**src/rtl/bus_master_if.sv**
```systemverilog
// Single-outstanding bus master: takes one core request at a time, arbitrates for
// the shared bus, runs one address phase and waits for ready, grant loss or timeout.
module bus_master_if #(
   parameter logic [7:0] TIMEOUT = 8'd255
) (
   input  logic        clk,
   input  logic        rst,
   input  logic        cpu_req,
   input  logic        cpu_rw,
   input  logic [29:0] cpu_addr,
   input  logic [31:0] cpu_wr_data,
   output logic        cpu_busy,
   output logic [31:0] cpu_rd_data,
   output logic        cpu_done,
   output logic        cpu_err,
   output logic        bus_req,
   input  logic        bus_grnt,
   output logic        bus_as,
   output logic        bus_rw,
   output logic [29:0] bus_addr,
   output logic [31:0] bus_wr_data,
   input  logic [31:0] bus_rd_data,
   input  logic        bus_rdy
);

   localparam logic [1:0] ST_IDLE   = 2'd0;
   localparam logic [1:0] ST_REQ    = 2'd1;
   localparam logic [1:0] ST_ACCESS = 2'd2;
   localparam logic [1:0] ST_WAIT   = 2'd3;

   logic [1:0]  state_q, state_d;
   logic [7:0]  cnt_q, cnt_d;
   logic        rw_q, rw_d;
   logic [29:0] addr_q, addr_d;
   logic [31:0] wdata_q, wdata_d;
   logic [31:0] rd_data_q, rd_data_d;
   logic        done_q, done_d;
   logic        err_q, err_d;
   logic [7:0]  cnt_inc;
   logic        in_xfer;

   assign cnt_inc = cnt_q + 8'd1;
   assign in_xfer = (state_q == ST_ACCESS) || (state_q == ST_WAIT);

   always_comb begin
      state_d   = state_q;
      cnt_d     = cnt_q;
      rw_d      = rw_q;
      addr_d    = addr_q;
      wdata_d   = wdata_q;
      rd_data_d = rd_data_q;
      done_d    = 1'b0;
      err_d     = 1'b0;
      case (state_q)
         ST_IDLE: begin
            if (cpu_req) begin
               rw_d    = cpu_rw;
               addr_d  = cpu_addr;
               wdata_d = cpu_wr_data;
               state_d = ST_REQ;
            end
         end
         ST_REQ: begin
            if (bus_grnt) begin
               cnt_d   = 8'd0;
               state_d = ST_ACCESS;
            end
         end
         ST_ACCESS, ST_WAIT: begin
            // Grant loss beats ready; ready beats a coincident timeout.
            if (!bus_grnt) begin
               err_d   = 1'b1;
               state_d = ST_IDLE;
            end else if (bus_rdy) begin
               done_d  = 1'b1;
               state_d = ST_IDLE;
               if (rw_q) begin
                  rd_data_d = bus_rd_data;
               end
            end else if (cnt_inc == TIMEOUT) begin
               err_d   = 1'b1;
               state_d = ST_IDLE;
            end else begin
               cnt_d   = cnt_inc;
               state_d = ST_WAIT;
            end
         end
         default: begin
            state_d = ST_IDLE;
         end
      endcase
   end

   always_ff @(posedge clk) begin
      if (rst) begin
         state_q   <= ST_IDLE;
         cnt_q     <= 8'd0;
         rw_q      <= 1'b0;
         addr_q    <= 30'd0;
         wdata_q   <= 32'd0;
         rd_data_q <= 32'd0;
         done_q    <= 1'b0;
         err_q     <= 1'b0;
      end else begin
         state_q   <= state_d;
         cnt_q     <= cnt_d;
         rw_q      <= rw_d;
         addr_q    <= addr_d;
         wdata_q   <= wdata_d;
         rd_data_q <= rd_data_d;
         done_q    <= done_d;
         err_q     <= err_d;
      end
   end

   // Bus-side signals are gated by state so the bus sees zeros when not transferring.
   assign cpu_busy    = (state_q != ST_IDLE);
   assign bus_req     = (state_q != ST_IDLE);
   assign bus_as      = (state_q == ST_ACCESS);
   assign bus_rw      = in_xfer ? rw_q : 1'b0;
   assign bus_addr    = in_xfer ? addr_q : 30'd0;
   assign bus_wr_data = in_xfer ? wdata_q : 32'd0;
   assign cpu_rd_data = rd_data_q;
   assign cpu_done    = done_q;
   assign cpu_err     = err_q;

endmodule
```
**config.mk**
```make
export PLATFORM = sky130hd
export DESIGN_NAME = bus_master_if
export DESIGN_NICKNAME = d
export VERILOG_FILES = /design/src/rtl/bus_master_if.sv
export SDC_FILE = /design/constraint.sdc
export NUM_CORES = 1
export LEC_CHECK = 0
export ABC_AREA = 1
export CAP_MARGIN = 25
export CORE_UTILIZATION = 40
export DETAILED_ROUTE_END_ITERATION = 16
export PLACE_DENSITY_LB_ADDON = 0.1
export SYNTH_ARGS = -nofsm -noshare
export SYNTH_HDL_FRONTEND = slang
export SYNTH_SLANG_ARGS = --single-unit
export TNS_END_PERCENT = 5
```
**constraint.sdc**
```tcl
create_clock -name clk -period 2.4 [get_ports clk]
set_input_delay 0.24 -clock clk [delete_from_list [all_inputs] [get_ports clk]]
set_output_delay 0.24 -clock clk [all_outputs]
set_load 0.005 [all_outputs]
```
==> out/qor_table.md, run 1 <==
| Item | Reported | Unit |
|:---|:---|:---|
| Number of DRC violations after detailed-routing iteration 0 | 185 | - |
| Number of cells in the finished layout apart from fillers | 973 | - |
| Fraction of synthesized cell area in xor and xnor cells | 0.001988 | - |
| Number of cells after detailed placement | 958 | - |
| Number of hold violations in the final report | 0 | - |
| Antenna cell count | 0 | - |
| Status | completed | - |
| Mean number of vias per cell | 4.635 | - |
| Endpoint of the worst-slack reg-to-reg timing path | cpu_rd_data[10]$_SDFFE_PP0P_ | - |
| IO buf count | 199 | - |
| Maximum number of pins on one net before global-route repair | 48 | - |
| Width of the die | 107.0 | um |
| DRT antenna net count | 0 | - |
| CTS max path bufs | 2 | - |
| Startpoint type of the worst setup path | flip-flop | - |
| Upper clock frequency limit | 493.9 | MHz |
| Cells along the critical path | buf_4 > nand2_1 > inv_1 > clkdlybuf4s50_1 | - |
| Clock net sink count | 107 | - |
| Yosys warning total | 0 | - |
| Crit-path max FO | 27 | - |
| Clock slew at reported path FFs | 100 | ps |
| CP max-delay cell | clkdlybuf4s50_1 | - |
| Leftover overflow at the end of global routing | 0 | - |
| Post-synthesis cell area | 4407 | sq um |
| Mux contribution to synthesized area | 0 | - |
| Number of optimization iterations in the first detailed-route pass | 4 | - |
| Share of the clock period used by the worst path after layout | 0.8436 | - |
| Number of hold-repair buffers added at the cts stage | 0 | - |
| Layout Area Growth over Synthesis | 51.59 | % |
| Resized Gates After CTS | 0 | - |
| Number of global-route vias before repair | 4375 | - |
| Kind of critical path | reg2out | - |
| Unrepaired setup endpoints after global routing | false | - |
| Normalized max-slew margin | 0.3603 | - |
| Unique cell type count in the Yosys netlist | 23 | - |
| Routability congestion estimate from global placement | 0.8423 | - |
| Worst setup slack after placement | 425.1 | ps |
| Arrival time of data at the critical path endpoint | 1780 | ps |
| Hold Path Depth | 3 | - |
| Class of the worst hold path | in2reg | - |
| Std-Cell Core Area | 10510 | sq um |
| Share of synthesized area occupied by flip-flops and latches | 0.4861 | - |
| Hold-critical path endpoint | cpu_rd_data[6]$_SDFFE_PP0P_ | - |
| Worst Tran Pin Value | 958.5 | ps |
| Routed WL | 12.43 | mm |
| Clock Skew | 5.845 | ps |
| Master cell of the clock root buffer | clkbuf_8 | - |
| Setup-violating endpoint count in the final report | 0 | - |
| Leakage component of the power | 0.003128 | uW |
| Final worst path period need | 2025 | ps |
| Fin util | 0.6357 | - |
| Number of buffers inserted by post-CTS setup repair | 0 | - |
| Number of vias in the routed layout | 4510 | - |
| Cell count of the worst reg-to-reg path | 6 | - |
| Slowest cell delay on critical path | 490 | ps |
| Peak VDD IR | 0.0002666 | V |
| Post-DP HPWL | 9.005 | mm |
| Number of placement rows | 37 | - |
| Simple logic cell fraction of the synthesized area | 0.2836 | - |
| Adder-cell share of the synthesized area | 0.005679 | - |
| Instance count of the mapped netlist | 653 | - |
| Number of max-cap violations | 0 | - |
| TritonCTS clock tree | built | - |
| Post-route DRC violation count | 0 | - |
| Detail-routed net length per standard cell | 12.78 | um |
| Tot GR Track Use | 0.2219 | - |
| Fraction of layout instances using a drive strength above 1 | 0.04062 | - |
| Total count of max-transition violations in the final report | 0 | - |
| Num CTS Buffers | 9 | - |
| Overall die height | 107.0 | um |
| Critical path data required time | 2160 | ps |
| Start point of the worst hold path | bus_rd_data[6] | - |
| Flop and latch count out of synthesis | 107 | - |
| Worst setup slack for register-to-register paths | 490 | ps |
| Starting utilization of the core area | 0.4193 | - |
| Total Die Area | 11440 | sq um |
| Average footprint of a synthesized cell | 6.748 | sq um |
| Minimum setup slack in the final design | 375.4 | ps |
| Element type at the critical path end | output port | - |
| I/O pin count | 200 | - |
| CTS H-Tree Depth | 3 | - |
| Mapped Nets | 755 | - |
| Setup_tns | 0 | ps |
| Number of nets at the end of the flow | 935 | - |
| Compound-gate portion of the synthesized area | 0.1178 | - |
| Power Dens Cells | 544.7 | nW/um^2 |
| Worst-Skew Late Latency | 360 | ps |
| First-pass GRT wire length | 20.16 | mm |
| Antenna violations before repair | 0 | - |
| Worst reg2reg startpoint | state_q[1]$_SDFFE_PP0P_ | - |
| Dominant combinational cell family by area after synthesis | simple AND/OR/NAND/NOR gates | - |
-- worst max-delay path by stage --
stage                                         endpoint  slack, ps                    start  depth (start not counted)
after global routing                            bus_rw        250  state_q[1]$_SDFFE_PP0P_                          4
final                                           bus_rw        380  state_q[1]$_SDFFE_PP0P_                          4
after floorplan                  cnt_q[0]$_SDFFE_PP0P_        790    cnt_q[0]$_SDFFE_PP0P_                         13
after detailed placement  cpu_rd_data[27]$_SDFFE_PP0P_        430                 bus_grnt                          6
after CTS                                       bus_rw        360  state_q[1]$_SDFFE_PP0P_                          4
after global placement    cpu_rd_data[10]$_SDFFE_PP0P_        490                 bus_grnt                          6
-- layout make-up --
type	count	area, sq um
clock buffers	11	141.4
clock inverters	4	51.30
fillers	966	3829
inverters	77	289.0
multi-input cells	429	1805
flip-flops and latches	107	2143
well taps	136	170.2
repair buffers	209	2079
-- metal layers --
metal  track usage  routed length (um)  up-vias
li1              -                   -     2335
met1        0.2524                5061     2035
met2        0.3843                6185      129
met3       0.08632                1060       11
met4       0.06262                 125        0
met5             0                   0        -
-- cell families (layout without fill, tap and decap cells) --
family,count (synthesis),count (layout)
DFF,107,107
xor gates and xnor gates,1,1
buffers and inverters,117,301
AOI/OAI and AO/OA,103,103
and+or+nand+nor,323,323
adders and majority gates,2,2
-- worst max-delay path: cells and delay by family, from the launching register on --
kind | cells | cell delay [ps]
buffers and inverters | 3 | 870
AND/OR/NAND/NOR | 1 | 180
flip-flops | 1 | 370
-- sequential cells by signal, indices dropped and copies added (netlist names) --
signal	flops
wdata_q	32
cpu_err	1
cpu_rd_data	32
addr_q	30
state_q	2
cpu_done	1
rw_q	1
cnt_q	8
-- synthesized netlist by cell type --
library cell / n / area share
nor2_2: 2 / 0.0028
nand3_1: 16 / 0.018
clkinv_1: 1 / 0.00085
nor2_1: 206 / 0.18
or2_2: 1 / 0.0014
o21ai_1: 5 / 0.0057
nor3_1: 2 / 0.0023
buf_4: 1 / 0.0017
clkbuf_1: 28 / 0.024
nand2_2: 3 / 0.0043
o21ai_0: 95 / 0.11
inv_1: 75 / 0.064
buf_2: 9 / 0.010
o21bai_1: 1 / 0.0017
xor2_1: 1 / 0.0020
a21oi_1: 1 / 0.0011
buf_6: 1 / 0.0026
nand2_1: 93 / 0.079
buf_1: 1 / 0.00085
inv_2: 1 / 0.00085
a31oi_1: 1 / 0.0014
ha_1: 2 / 0.0057
dfxtp_1: 107 / 0.49
-- where the power goes --
group          internal [uW]  switching (uW)  leakage (uW)  total (uW)
Combinational            306             277       0.00215         583
Clock                    507             590     0.0000954        1100
Sequential              1890            64.5      0.000878        1960
-- stage by stage --
step           instance area, sq um  total power [uW]  hold slack (ps)
6_report                       6680              3638            453.1
5_1_grt                        6680              3830            441.7
4_1_cts                        6680              3679            434.1
3_5_place_dp                   6487              2585            471.9
3_3_place_gp                   6487              2566            462.3
2_1_floorplan                  4407              2275            309.4
-- layout by cell type (no fill, tap or decap), types with 2 or more instances in the layout --
cell / Yosys / layout
nor2_2: 2 / 2
o21ai_1: 5 / 5
o21ai_0: 95 / 95
ha_1: 2 / 2
inv_1: 75 / 74
inv_2: 1 / 2
nand2_2: 3 / 4
clkbuf_8: 0 / 10
nand2_1: 93 / 92
buf_4: 1 / 9
clkdlybuf4s50_1: 0 / 199
dfxtp_1: 107 / 106
nand3_1: 16 / 16
nor2_1: 206 / 206
nor3_1: 2 / 2
Power figures use the tool's default switching activity.
==> inputs of run 2 (changes only) <==
==> constraint.sdc (replaced) <==
create_clock -name clk -period 2 [get_ports clk]
set_input_delay 0.2 -clock clk [delete_from_list [all_inputs] [get_ports clk]]
set_output_delay 0.2 -clock clk [all_outputs]
set_load 0.005 [all_outputs]
==> out/qor_table.md, run 2 (same netlist as run 1, synthesis figures left out) <==
| Item | Reported | Unit |
|:---|:---|:---|
| Share of the clock period used by the worst path after layout | 0.9476 | - |
| Arrival time of data at the critical path endpoint | 1700 | ps |
| Element type at the critical path end | output port | - |
| Leftover overflow at the end of global routing | 0 | - |
| CTS H-Tree Depth | 3 | - |
| Antenna cell count | 0 | - |
| I/O pin count | 200 | - |
| Number of placement rows | 37 | - |
| Unrepaired setup endpoints after global routing | false | - |
| Routed WL | 12.56 | mm |
| CTS max path bufs | 2 | - |
| Final Hold Slack | 394.1 | ps |
| DRT antenna net count | 0 | - |
| Endpoint of the worst-slack reg-to-reg timing path | cnt_q[1]$_SDFFE_PP0P_ | - |
| Upper clock frequency limit | 527.6 | MHz |
| Routability congestion estimate from global placement | 0.7912 | - |
| Number of hold violations in the final report | 0 | - |
| Number of optimization iterations in the first detailed-route pass | 4 | - |
| Total Die Area | 11440 | sq um |
| IO buf count | 199 | - |
| Filler cell count | 960 | - |
| Kind of critical path | reg2out | - |
| Worst reg2reg startpoint | cnt_q[1]$_SDFFE_PP0P_ | - |
| Worst Tran Pin Value | 380.9 | ps |
| Std-Cell Core Area | 10510 | sq um |
| Most frequent standard cell in the layout excluding fill and tap cells | nor2_1 | - |
| Layout Area Growth over Synthesis | 52.36 | % |
| Clock net sink count | 107 | - |
| Number of global-route vias before repair | 4353 | - |
| Master cell of the clock root buffer | clkbuf_8 | - |
| First-pass GRT wire length | 20.23 | mm |
| Hold-critical path endpoint | cpu_rd_data[16]$_SDFFE_PP0P_ | - |
| Dpl cell area | 6528 | sq um |
| Most frequent cells in the layout | nor2_1 (206), clkdlybuf4s50_1 (199), dfxtp_1 (105) | - |
| Status | completed | - |
| Normalized max-slew margin | 0.7461 | - |
| Setup-violating endpoint count in the final report | 0 | - |
| Post-DP HPWL | 8.850 | mm |
| Number of vias in the routed layout | 4578 | - |
| Maximum number of pins on one net before global-route repair | 64 | - |
| Peak VDD IR | 0.0004724 | V |
| Setup_tns | 0 | ps |
| Number of nets at the end of the flow | 937 | - |
| Worst setup slack for register-to-register paths | 230 | ps |
| Critical path data required time | 1800 | ps |
| Number of buffers inserted by post-CTS setup repair | 0 | - |
| Crit-path max FO | 20 | - |
| Starting utilization of the core area | 0.4193 | - |
| Start point of the worst hold path | bus_rd_data[16] | - |
| Antenna violations before repair | 1 | - |
| Mean number of vias per cell | 4.691 | - |
| Final worst path period need | 1895 | ps |
| Power Dens Cells | 637.0 | nW/um^2 |
| Tot GR Track Use | 0.2239 | - |
| Post-route cell area | 6714 | sq um |
| Number of DRC violations after detailed-routing iteration 0 | 204 | - |
| Clock slew at reported path FFs | 100 | ps |
| Class of the worst hold path | in2reg | - |
| Worst-Skew Late Latency | 380 | ps |
| Post-route DRC violation count | 0 | - |
| Total count of max-transition violations in the final report | 0 | - |
| Hold Path Depth | 3 | - |
| Width of the die | 107.0 | um |
| TritonCTS clock tree | built | - |
| Cell count of the worst reg-to-reg path | 10 | - |
| Num CTS Buffers | 9 | - |
| Number of hold-repair buffers added at the cts stage | 0 | - |
| Startpoint type of the worst setup path | flip-flop | - |
| Fraction of layout instances using a drive strength above 1 | 0.04286 | - |
| Leakage component of the power | 0.003135 | uW |
| Overall die height | 107.0 | um |
| Detail-routed net length per standard cell | 12.87 | um |
| Number of max-cap violations | 0 | - |
| Clock Skew | 10.03 | ps |
## run 2: how the worst max path moves through the flow
stage	from	to	slack [ps]	cells past startpoint
after global routing	state_q[1]$_SDFFE_PP0P_	cpu_busy	5	4
after detailed placement	cnt_q[1]$_SDFFE_PP0P_	cnt_q[0]$_SDFFE_PP0P_	180	12
after CTS	state_q[1]$_SDFFE_PP0P_	bus_wr_data[2]	50	4
after global placement	cnt_q[1]$_SDFFE_PP0P_	cnt_q[4]$_SDFFE_PP0P_	300	12
after floorplan	cnt_q[0]$_SDFFE_PP0P_	cnt_q[0]$_SDFFE_PP0P_	390	13
final	state_q[1]$_SDFFE_PP0P_	cpu_busy	100	4
## run 2: repair_timing
action / in CTS / in global routing
endpoints found under the hold margin: 0 / 0
setup endpoints to repair: 0 / 13
gates resized for setup: 0 / 4
## run 2: area by class of cell
type	instances	area (sq um)	share of cell area
tap	136	170.2	0.02534
timing repair buffer	211	2127	0.3168
multi-input combinational	429	1810	0.2697
clock buffer	13	148.9	0.02218
inverter	77	289.0	0.04305
clock inverter	3	23.77	0.003541
sequential	107	2145	0.3194
## run 2: metrics by stage
step | power, uW | std cells | utilization | worst slack (ps)
final | 4277 | 976 | 0.6389 | 104.8
after global routing | 4511 | 976 | 0.6389 | 4.666
after CTS | 4321 | 976 | 0.6376 | 54.73
after detailed placement | 3115 | 960 | 0.6211 | 177.0
after global placement | 3095 | 960 | 0.6211 | 299.2
after floorplan | 2730 | 653 | - | 387.0
## run 2: worst max-delay path: stages, from the launching register on
cell and delay [ps]:
dfxtp_2 380, buf_4 250, nor2_1 100, inv_1 90
clkdlybuf4s50_1 500
## run 2: per-layer routing
metal / routed length [um] / global-route usage / up-vias
met3: 1240 / 0.1009 / 21
met1: 4951 / 0.2442 / 2083
met5: 13 / 0 / -
met4: 233 / 0.08023 / 2
met2: 6119 / 0.3820 / 134
li1: - / - / 2338
## run 2: where the power goes
| group | switching, uW | leakage (uW) | internal, uW |
|---|---|---|---|
| Clock | 721 | 0.0000799 | 492 |
| Sequential | 75.7 | 0.000879 | 2270 |
| Combinational | 333 | 0.00218 | 383 |
| Total | 1130 | 0.00313 | 3150 |
